### config.mk
export PLATFORM = sky130hd
export DESIGN_NAME = mem_port_arbiter
export DESIGN_NICKNAME = d
export VERILOG_FILES = /design/src/rtl/mem_port_arbiter_pkg.sv /design/src/rtl/mem_port_arbiter_arb_starve_pick.sv /design/src/rtl/mem_port_arbiter.sv
export SDC_FILE = /design/constraint.sdc
export NUM_CORES = 1
export LEC_CHECK = 0
export ABC_CLOCK_PERIOD_IN_PS = 3400
export BUFFER_PORTS_ARGS = -buffer_cell sky130_fd_sc_hd__buf_2
export CAP_MARGIN = 25
export CORE_MARGIN = 2
export CORE_UTILIZATION = 50
export DETAILED_ROUTE_END_ITERATION = 8
export PLACE_DENSITY = 0.9
export SYNTH_ARGS = -nofsm -noshare
export SYNTH_HDL_FRONTEND = slang
export SYNTH_SLANG_ARGS = --single-unit
export TNS_END_PERCENT = 100
### constraint.sdc
create_clock -name clk -period 3.4 [get_ports clk]
set_clock_uncertainty 0.2 [all_clocks]
set_input_delay 0.51 -clock clk [delete_from_list [all_inputs] [get_ports clk]]
set_output_delay 0.51 -clock clk [all_outputs]
set_load 0.02 [all_outputs]
### src/rtl/mem_port_arbiter_pkg.sv
// Shared encodings for the unified-memory port arbiter: FSM states and
// transaction owner.
package mem_port_arbiter_pkg;

  typedef enum logic [1:0] {
    ST_IDLE = 2'd0,
    ST_REQ  = 2'd1,
    ST_RESP = 2'd2,
    ST_DONE = 2'd3
  } state_e;

  typedef enum logic [1:0] {
    OWN_NONE  = 2'd0,
    OWN_FETCH = 2'd1,
    OWN_DATA  = 2'd2
  } owner_e;

endpackage

### src/rtl/mem_port_arbiter_arb_starve_pick.sv
// Data-first pick with a saturating starvation counter that hands the port
// to fetch after IF_MAX_WAIT consecutive data grants with fetch waiting.
module arb_starve_pick
  import mem_port_arbiter_pkg::*;
#(
  parameter int IF_MAX_WAIT = 4,
  parameter int CNT_W       = 3
) (
  input  logic clk,
  input  logic rst_n,
  input  logic if_req,
  input  logic d_req,
  input  logic grant_strobe,
  output logic grant_fetch,
  output logic grant_data
);

  localparam logic [CNT_W-1:0] MAX_CNT = CNT_W'(IF_MAX_WAIT);

  logic [CNT_W-1:0] starve_cnt_q, starve_cnt_d;

  always_comb begin
    grant_data   = d_req & ~(if_req & (starve_cnt_q == MAX_CNT));
    grant_fetch  = if_req & ~grant_data;
    starve_cnt_d = starve_cnt_q;
    if (grant_strobe) begin
      if (grant_fetch) begin
        starve_cnt_d = '0;
      end else if (grant_data && if_req && (starve_cnt_q != MAX_CNT)) begin
        starve_cnt_d = starve_cnt_q + 1'b1;
      end
    end
  end

  always_ff @(posedge clk or negedge rst_n) begin
    if (!rst_n) starve_cnt_q <= '0;
    else        starve_cnt_q <= starve_cnt_d;
  end

endmodule

### src/rtl/mem_port_arbiter.sv
// Shares one single-port memory between fetch and load/store, running one
// req/gnt/rvalid transaction at a time and returning per-requester acks.
module mem_port_arbiter
  import mem_port_arbiter_pkg::*;
#(
  parameter int WIDTH_DATA  = 32,
  parameter int WIDTH_ADDR  = 32,
  parameter int IF_MAX_WAIT = 4,
  parameter int CNT_W       = 3
) (
  input  logic                  clk,
  input  logic                  rst_n,
  input  logic                  if_req,
  input  logic [WIDTH_ADDR-1:0] if_addr,
  input  logic                  if_flush,
  output logic                  if_ack,
  output logic [WIDTH_DATA-1:0] if_rdata,
  output logic                  if_stall,
  input  logic                  d_req,
  input  logic                  d_we,
  input  logic [WIDTH_ADDR-1:0] d_addr,
  input  logic [WIDTH_DATA-1:0] d_wdata,
  output logic                  d_ack,
  output logic [WIDTH_DATA-1:0] d_rdata,
  output logic                  d_stall,
  output logic                  mem_req,
  output logic                  mem_we,
  output logic [WIDTH_ADDR-1:0] mem_addr,
  output logic [WIDTH_DATA-1:0] mem_wdata,
  input  logic                  mem_gnt,
  input  logic                  mem_rvalid,
  input  logic [WIDTH_DATA-1:0] mem_rdata
);

  state_e                state_q, state_d;
  owner_e                owner_q, owner_d;
  logic                  kill_q, kill_d;
  logic                  we_q, we_d;
  logic [WIDTH_ADDR-1:0] addr_q, addr_d;
  logic [WIDTH_DATA-1:0] wdata_q, wdata_d;
  logic [WIDTH_DATA-1:0] if_rdata_q, if_rdata_d;
  logic [WIDTH_DATA-1:0] d_rdata_q, d_rdata_d;

  logic grant_strobe, grant_fetch, grant_data, fetch_flush;

  assign grant_strobe = (state_q == ST_IDLE) && (if_req || d_req);
  assign fetch_flush  = if_flush && (owner_q == OWN_FETCH);

  arb_starve_pick #(
    .IF_MAX_WAIT (IF_MAX_WAIT),
    .CNT_W       (CNT_W)
  ) u_pick (
    .clk          (clk),
    .rst_n        (rst_n),
    .if_req       (if_req),
    .d_req        (d_req),
    .grant_strobe (grant_strobe),
    .grant_fetch  (grant_fetch),
    .grant_data   (grant_data)
  );

  always_comb begin
    state_d    = state_q;
    owner_d    = owner_q;
    kill_d     = kill_q;
    we_d       = we_q;
    addr_d     = addr_q;
    wdata_d    = wdata_q;
    if_rdata_d = if_rdata_q;
    d_rdata_d  = d_rdata_q;
    case (state_q)
      ST_IDLE: begin
        if (grant_data) begin
          state_d = ST_REQ;
          owner_d = OWN_DATA;
          kill_d  = 1'b0;
          we_d    = d_we;
          addr_d  = d_addr;
          wdata_d = d_wdata;
        end else if (grant_fetch) begin
          state_d = ST_REQ;
          owner_d = OWN_FETCH;
          kill_d  = 1'b0;
          we_d    = 1'b0;
          addr_d  = if_addr;
          wdata_d = '0;
        end
      end
      ST_REQ: begin
        if (mem_gnt)     state_d = ST_RESP;
        if (fetch_flush) kill_d  = 1'b1;
      end
      ST_RESP: begin
        if (fetch_flush) kill_d = 1'b1;
        if (mem_rvalid) begin
          state_d = ST_DONE;
          // A killed fetch must not disturb the last acknowledged instruction.
          if (owner_q == OWN_DATA)              d_rdata_d  = we_q ? '0 : mem_rdata;
          else if (!kill_q && !fetch_flush)     if_rdata_d = mem_rdata;
        end
      end
      ST_DONE: begin
        state_d = ST_IDLE;
        owner_d = OWN_NONE;
        kill_d  = 1'b0;
      end
      default: state_d = ST_IDLE;
    endcase
  end

  always_ff @(posedge clk or negedge rst_n) begin
    if (!rst_n) begin
      state_q    <= ST_IDLE;
      owner_q    <= OWN_NONE;
      kill_q     <= 1'b0;
      we_q       <= 1'b0;
      addr_q     <= '0;
      wdata_q    <= '0;
      if_rdata_q <= '0;
      d_rdata_q  <= '0;
    end else begin
      state_q    <= state_d;
      owner_q    <= owner_d;
      kill_q     <= kill_d;
      we_q       <= we_d;
      addr_q     <= addr_d;
      wdata_q    <= wdata_d;
      if_rdata_q <= if_rdata_d;
      d_rdata_q  <= d_rdata_d;
    end
  end

  assign mem_req   = (state_q == ST_REQ);
  assign mem_we    = we_q;
  assign mem_addr  = addr_q;
  assign mem_wdata = wdata_q;

  assign if_ack   = (state_q == ST_DONE) && (owner_q == OWN_FETCH) && !kill_q && !if_flush;
  assign d_ack    = (state_q == ST_DONE) && (owner_q == OWN_DATA);
  assign if_rdata = if_rdata_q;
  assign d_rdata  = d_rdata_q;
  assign if_stall = if_req & ~if_ack;
  assign d_stall  = d_req & ~d_ack;

endmodule

# == Word level (Yosys, flattened, before mapping) ==
# Index checks and enable logic that the tools add are counted.
# Widths: inputs -> output; s select.
# classes
div_mod_pow,0
eq_ne,11
n_reduce_logical,25
multipliers,0
n_addsub,1
mux,19
shift,0
n_lt_le_gt_ge,0
n_bitwise,10
# op_table
operator,count
$mux 32,5
$mux 2,5
$logic_and 1x1->1,9
$pmux 2 s4,1
$reduce_and 2->1,4
$eq 2x2->1 const B,3
$mux 3,2
$ne 3x3->1 const B,2
$reduce_and 3->1,2
$reduce_bool 2->1,3
$and 1x1->1,5
$not 1->1,5
$eq 2x1->1 const B,2
$mux 1,4
$ne 2x1->1 const B,2
$pmux 2 s2,1
$reduce_and 4->1,1
$add 3x1->3 const B,1
$eq 3x3->1 const B,1
$logic_not 1->1,3
$pmux 1 s3,1
$logic_not 2->1,1
$ne 2x2->1 const B,1
$reduce_or 2->1,1
$logic_or 1x1->1,1
# totals
rom_bits,0
memories,0
ramBits,0
latchBits,0
reg_bits,137
word_cells,75
out_inout_bits,134

# == Longest topological paths before layout ==
# Gate-level depths: netlist (run 1).
# logic_depth
ltp_word,9
depth_mapped,7
depth_no_buf,5

# == By module ==
# From an unflattened synthesis (run 1), not the netlist that was laid out.
# hier_totals
cells_unflattened,484
hier_area_um2,5873.1
# by_module_without_submodules
module,seq_area_each_um2,instances,cells_per_inst,area_each_um2
mem_port_arbiter,3353.2,1,462,5672.9
arb_starve_pick,75.1,1,22,200.2

# == Worst setup path after synthesis (run 1) ==
# OpenSTA, ideal clock, no wires.
# synth_timing
path_type,flip-flop to flip-flop
startpoint,register state_q[0]
endpoint,register if_rdata_q[10] (netlist: if_rdata[10])
arrival_ps,1741
setup_time_ps,125
slack_ps,1334
path_buffers,2
synth_period_minus_slack_ps,2066
path_stages_with_launch,8
required_time_ps,3075
path_cell_list,dfrtp_1 > inv_1 > ha_1 > nand2_1 > or4b_1 > buf_2 > buf_6 > mux2_4
# synth_between
elab_chain_len,2
# synth_rtl
item,line,source
start: declaration,mem_port_arbiter.sv:35,"state_e state_q, state_d;"
start signal: assignment,mem_port_arbiter.sv:122,state_q <= state_d;
$eq 2x2->1,mem_port_arbiter.sv:71,case (state_q)
$reduce_and 4->1 (no source line),--,
end signal: assignment,mem_port_arbiter.sv:128,if_rdata_q <= if_rdata_d;
end: declaration,mem_port_arbiter.sv:41,"logic [WIDTH_DATA-1:0] if_rdata_q, if_rdata_d;"
# No other way between the ends.
# A chain may end at the register's enable or synchronous reset.

# == Final worst setup path (run 1) ==
# layout_timing
startpoint,register state_q[0]
endpoint,register if_rdata_q[30] (netlist: if_rdata[30])
# Same word-level chain as after synthesis.

==> metrics, run 1 <==
largest area contributor in the netlist dfrtp_1; clock power share around a quarter; outcome complete, no violations; Avg Inst Size Synth between 10 and 15 sq um; Max Root-Sink Buffers 2; clk_lat worst skew about 400 ps; commonest non-fill, non-tap cells in the layout buf_2, dfrtp_1, nand2_1; DRC Markers 0; setup slack after layout 860 ps; post-route ant nets 0; CTS Buf Count 17; highest ir drop seen on vdd a little under 700 uV; post-synth net total between 500 and 600; fin crit share approximately 75%; share of the synthesized area in the top cell type approximately three fifths; EDFF count, synth 0; WP data arrival 2620 ps; Int Pwr 5150 uW; GR Util All Layers between 20% and 30%; Initial DRC Count ~320; PD cells about 1100 mW/mm^2; IO Pins 270; Cell variety after synth 32; clock sinks 137; DP HPWL 11700 microns; input/output buffers between 200 and 300; CP startpoint kind register; Final Max Tran Viols 0; Post-CTS Setup Repair Bufs 0; WL final 16100 microns; Leak approximately 0.0042 uW; worst-path fanout max 26; top cells by area, synth dfrtp_1, mux2_4, a221o_1; DR pass1 iterations 6; vias per cell between 5 and 6; FMAX 0.394 GHz; Final min period 2540 ps; MaxCap Viol Count 0; synthesized area between 0.005 and 0.006 sq mm; FFs w/ async S/R, synth 100%; number of antenna violations at the first check in global routing 1; Final setup viols 0; CTS tree yes; post-synthesis compound-gate area fraction between 10% and 20%; adder-cell share of the synthesized area under 10%; WS Path Type register to register; Reg power frac approximately a third; die area 0.0122 sq mm; first-pass GRT wire length between 20000 and 30000 microns; setup_tns 0 ps; Sw Ratio between 30% and 40%; worst path required time between 3000 and 4000 ps; synthesis-stage register bit count about 140; RSZ-0062 raised after global routing false; synth-to-layout area growth 38.4%; largest family of logic cells by synthesized area compound AO/OA/AOI/OAI gates; Cells after Synth ~440; Core Area 0.0109 sq mm; Vias roughly 4.6k; hold crit path type input port to register; Chip Height 110 microns; XOR/XNOR Fraction of Synth Area 0%; vias in the first global route approximately 4.9k; post-synthesis sequential area ratio about three fifths; H-tree depth 4; GR Overflow Total 0; worst slack, placed 885 ps; placed cells between 800 and 900; Reg clk slew, reported paths roughly 60 ps; post-synthesis simple-gate area fraction 11.9%; reported net switching power 3200 uW; largest net degree at the start of global routing 110; Die W 110 microns; Worst-Margin Slew roughly 1000 ps; Post-Layout Cell Count slightly below 900; Final Hold Vio Count 0; CP Capture Type register; Core Rows 38; fraction of synthesized area in multiplexers under 10%; Yosys Warn Count 0; slew margin rel. around a third; combinational share of power between 40% and 50%; Initial Utilization 51.8%; average wire per standard cell between 15 and 20 microns; share of layout cells above drive strength 1 between 40% and 50%; RD Place Congestion roughly 0.86; fin nets around 850; commonest non-fill, non-tap cell in the layout buf_2; Root Buffer clkbuf_16; Top FF cell, synth dfrtp_1
worst max-delay path, cell delays in order (launching register included):
cell and delay (ps):
dfrtp_1 420, inv_1 100, ha_1 220, nand2_1 70, or4b_2 810, buf_12 260
mux2_4 320
cells in the mapped netlist (all sizes together) (4+ instances only):
cell / instances
a22o: 34
clkbuf: 24
nor2b: 5
buf: 6
nand2b: 34
inv: 4
and2: 33
nand2: 40
o21ai: 35
mux2: 33
a221o: 32
ha: 6
dfrtp: 137
path summary, 6_finish.rpt:
| kind | slack (ps) | from | to | cells past startpoint |
|---|---|---|---|---|
| hold reg to reg | 270 | d_rdata[8] | d_rdata[8] | 2 |
| setup / recovery | 860 | state_q[0] | if_rdata[30] | 6 |
| max in group asynchronous | 1640 | rst_n | d_rdata[23] | 4 |
| setup reg to reg | 860 | state_q[0] | if_rdata[30] | 6 |
| min in group asynchronous | 440 | rst_n | if_rdata[5] | 2 |
| hold / removal | 120 | d_wdata[28] | mem_wdata[28] | 2 |
flip-flops by register name, summed over array words and instances, names as in the netlist:
register / cells
mem_we: 1
u_pick.starve_cnt_q: 3
owner_q: 2
mem_wdata: 32
d_rdata: 32
if_rdata: 32
mem_addr: 32
kill_q: 1
state_q: 2
power groups by stage:
stage	Clock [uW]	Sequential (uW)	Combinational, uW
finish	1950	2820	3580
global route	2060	2890	3810
CTS	1980	2810	3580
detailed placement	0	2810	3560
global placement	0	2770	3440
floorplan	0	3610	1490
logic make-up after synthesis:
kind of cell | count (synthesis)
and+or+nand+nor | 123
muxes | 33
buffers and inverters | 34
adders and majority gates | 6
DFF | 137
AOI/OAI and AO/OA | 109
per-stage QoR:
stage / total power, uW / hold WS, ps / instance area (sq um) / util, %
2_1_floorplan: 5090 / 14.4 / 5670 / -
3_3_place_gp: 6210 / 257 / 7130 / 65.2
3_5_place_dp: 6370 / 266 / 7150 / 65.4
4_1_cts: 8360 / 77.0 / 7780 / 71.1
5_1_grt: 8760 / 106 / 7840 / 71.7
6_report: 8350 / 119 / 7840 / 71.7
layout make-up:
class                   instances  area (sq um)
repair buffers                281          1490
clock inverters                13           195
clock buffers                  19           433
flip-flops and latches        137          3430
well taps                     140           175
fillers                       729          3100
multi-input cells             271          2100
inverters                       4          15.0
diodes                          1          2.50
timing repair:
item,4_1_cts,5_1_grt
endpoints found under the hold margin,0,55
hold buffers,0,1
gates resized for setup,0,0
layer usage:
layer / vias to the layer above / part of all wire, % / GRT usage [%]
met5: - / 0 / 0
li1: 2131 / - / -
met4: 0 / 3.3 / 12.8
met2: 236 / 52 / 46.0
met1: 2239 / 38 / 29.7
met3: 37 / 7.1 / 6.86
Note: power is estimated with default switching activity, not from simulation.
==> run 2, diff against run 1 <==
ABC_CLOCK_PERIOD_IN_PS = 2070   (was 3400)
CORE_UTILIZATION = 42   (was 50)
PLACE_DENSITY = 0.81   (was 0.9)
clock period = 2.07 ns   (was 3.4 ns; I/O delays follow)
==> run 2 against run 1 <==
The flow now finishes with violations (setup timing). Core utilization fell by 1.2 points. Clock-buffer cell count fell by 1. Sequential power rose by 67%.
==> metrics, run 2 (synthesis results as in run 1) <==
Initial Utilization 43.0% (was 51.8%); Post-Layout Cell Count 1044 (was 866); WS Path Type register to register (unchanged); IO Pins 270 (unchanged); Core Rows 42 (was 38); post-route ant nets 0 (unchanged); DRC Markers 0 (unchanged); Reg clk slew, reported paths 60 ps (about the same); clock sinks 137 (unchanged); share of layout cells above drive strength 1 41.9% (was 47.9%); Core Area 0.0132 sq mm (was 0.0109 sq mm); Fill cells 816 (was 729); vias in the first global route 5837 (was 4851); GR Util All Layers 28.4% (was 26.2%); number of antenna violations at the first check in global routing 0 (was 1); average wire per standard cell 19.6 microns (was 18.6 microns); outcome finished with violations (was complete, no violations); Worst-Margin Slew 945 ps (was 1010 ps); failing checks setup timing; DP HPWL 11700 microns (about the same); Die W 120 microns (was 110 microns); first-pass GRT wire length 31200 microns (was 25100 microns); die area 0.0144 sq mm (was 0.0122 sq mm); commonest non-fill, non-tap cell in the layout buf_2 (unchanged); worst-path fanout max 16 (was 26); hold crit path type input port to register (unchanged); Final Hold Vio Count 0 (unchanged); Design Area, Final 0.00929 sq mm (was 0.00784 sq mm); GR Overflow Total 0 (unchanged); WL final 20400 microns (was 16100 microns); DP Area 0.00737 sq mm (was 0.00715 sq mm); Final min period 2120 ps (was 2540 ps); RD Place Congestion 0.852 (was 0.859); highest ir drop seen on vdd 689 uV (was 694 uV); slew margin rel. 36.8% (was 32.4%); CTS tree yes (unchanged); CP Capture Type register (unchanged); CP startpoint kind register (unchanged); clk_lat worst skew 410 ps (was 400 ps); CTS Buf Count 17 (unchanged); vias per cell 5.31 (was 5.36); setup slack after layout -49.0 ps (was 860 ps); Leak 0.00479 uW (was 0.00420 uW); Post-CTS Setup Repair Bufs 0 (unchanged); DR pass1 iterations 5 (was 6); Final setup viols 33 (was 0); Final Max Tran Viols 0 (unchanged); RSZ-0062 raised after global routing true (was false); # diodes 0 (was 1); Max Root-Sink Buffers 2 (unchanged); input/output buffers 269 (unchanged); synth-to-layout area growth 64.0% (was 38.4%); placed cells 881 (was 830); fin util 70.4% (was 71.7%); PD cells 1520 mW/mm^2 (was 1060 mW/mm^2); WP data arrival 2210 ps (was 2620 ps); fin nets 997 (was 854); Vias 5541 (was 4643); largest net degree at the start of global routing 66 (was 110); MaxCap Viol Count 0 (unchanged); commonest non-fill, non-tap cells in the layout buf_2, dfrtp_1, dlygate4sd3_1 (was buf_2, dfrtp_1, nand2_1); FMAX 0.472 GHz (was 0.394 GHz); fin crit share 102% (was 74.7%); Root Buffer clkbuf_16 (unchanged); worst path required time 2170 ps (was 3480 ps); Initial DRC Count 469 (was 315); H-tree depth 4 (unchanged); Chip Height 120 microns (was 110 microns)
==> run 2: cell count changes in the layout (fill, tap and decap cells not counted), moves of 2 or more <==
cell | previous run | this run
dlygate4sd3_1 | 1 | 130
buf_2 | 268 | 266
clkbuf_1 | 2 | 0
inv_6 | 1 | 7
bufinv_16 | 4 | 1
clkinv_4 | 4 | 0
clkinvlp_4 | 2 | 6
buf_4 | 8 | 20
buf_12 | 2 | 5
==> run 2: timing repair <==
item / in CTS / in global routing
hold buffers: 130 / 0
resized for setup: 6 / 1
hold endpoints to repair: 174 / 0
gates cloned: 1 / 0
endpoints found under the setup margin: 35 / 58
pin swaps: 1 / 0
==> run 2: worst max-delay path, cell delays in order, from the launching register on <==
cell,delay [ps]
dfrtp_1,390
inv_1,100
ha_1,170
nand2_1,70
or4b_4,550
buf_12,190
mux2_4,310
==> run 2: path summary, 6_finish.rpt <==
| check | slack [ps] | cells past startpoint | startpoint | end |
|---|---|---|---|---|
| worst min register to register | 280 | 2 | d_rdata[0] | d_rdata[0] |
| worst max-delay path | -50 | 6 | state_q[0] | if_rdata[19] |
| worst min-delay path | 40 | 2 | d_req | u_pick.starve_cnt_q[2] |
| worst max register to register | -50 | 6 | state_q[0] | if_rdata[19] |
| max in group asynchronous | 880 | 3 | rst_n | mem_addr[3] |
| min in group asynchronous | 210 | 2 | rst_n | if_rdata[3] |
==> run 2: layout make-up <==
cell class | instances | area (sq um) | area share, %
inverter | 4 | 15.0 | 0.162
timing repair buffer | 424 | 2940 | 31.6
clock buffer | 18 | 439 | 4.73
sequential | 137 | 3430 | 36.9
clock inverter | 14 | 136 | 1.47
tap | 176 | 220 | 2.37
multi-input combinational | 271 | 2120 | 22.8
==> run 2: per-stage QoR <==
step	TNS (ps)	setup WS [ps]	total power, uW	hold slack, ps
4_1_cts	-391	-30.8	13900	18.5
3_3_place_gp	-7720	-168	10400	78.0
3_5_place_dp	-4340	-151	10700	86.7
5_1_grt	-2850	-101	14800	44.3
2_1_floorplan	0	4.04	8370	-185
6_report	-1090	-49.0	14200	40.6
==> run 2: routing by layer <==
metal	share of wire, %	GRT usage (%)	up-vias
met4	5.2	17.2	0
met3	8.3	7.46	78
met1	37	32.0	2691
li1	-	-	2413
met2	50	48.3	359
met5	0	0	-
==> run 2: where the power goes <==
group / leakage [uW] / internal, uW / switching, uW / total (uW)
sequential: 0.00172 / 3900 / 811 / 4710
combinational: 0.00280 / 2870 / 3640 / 6510
clock: 0.000263 / 1710 / 1220 / 2930
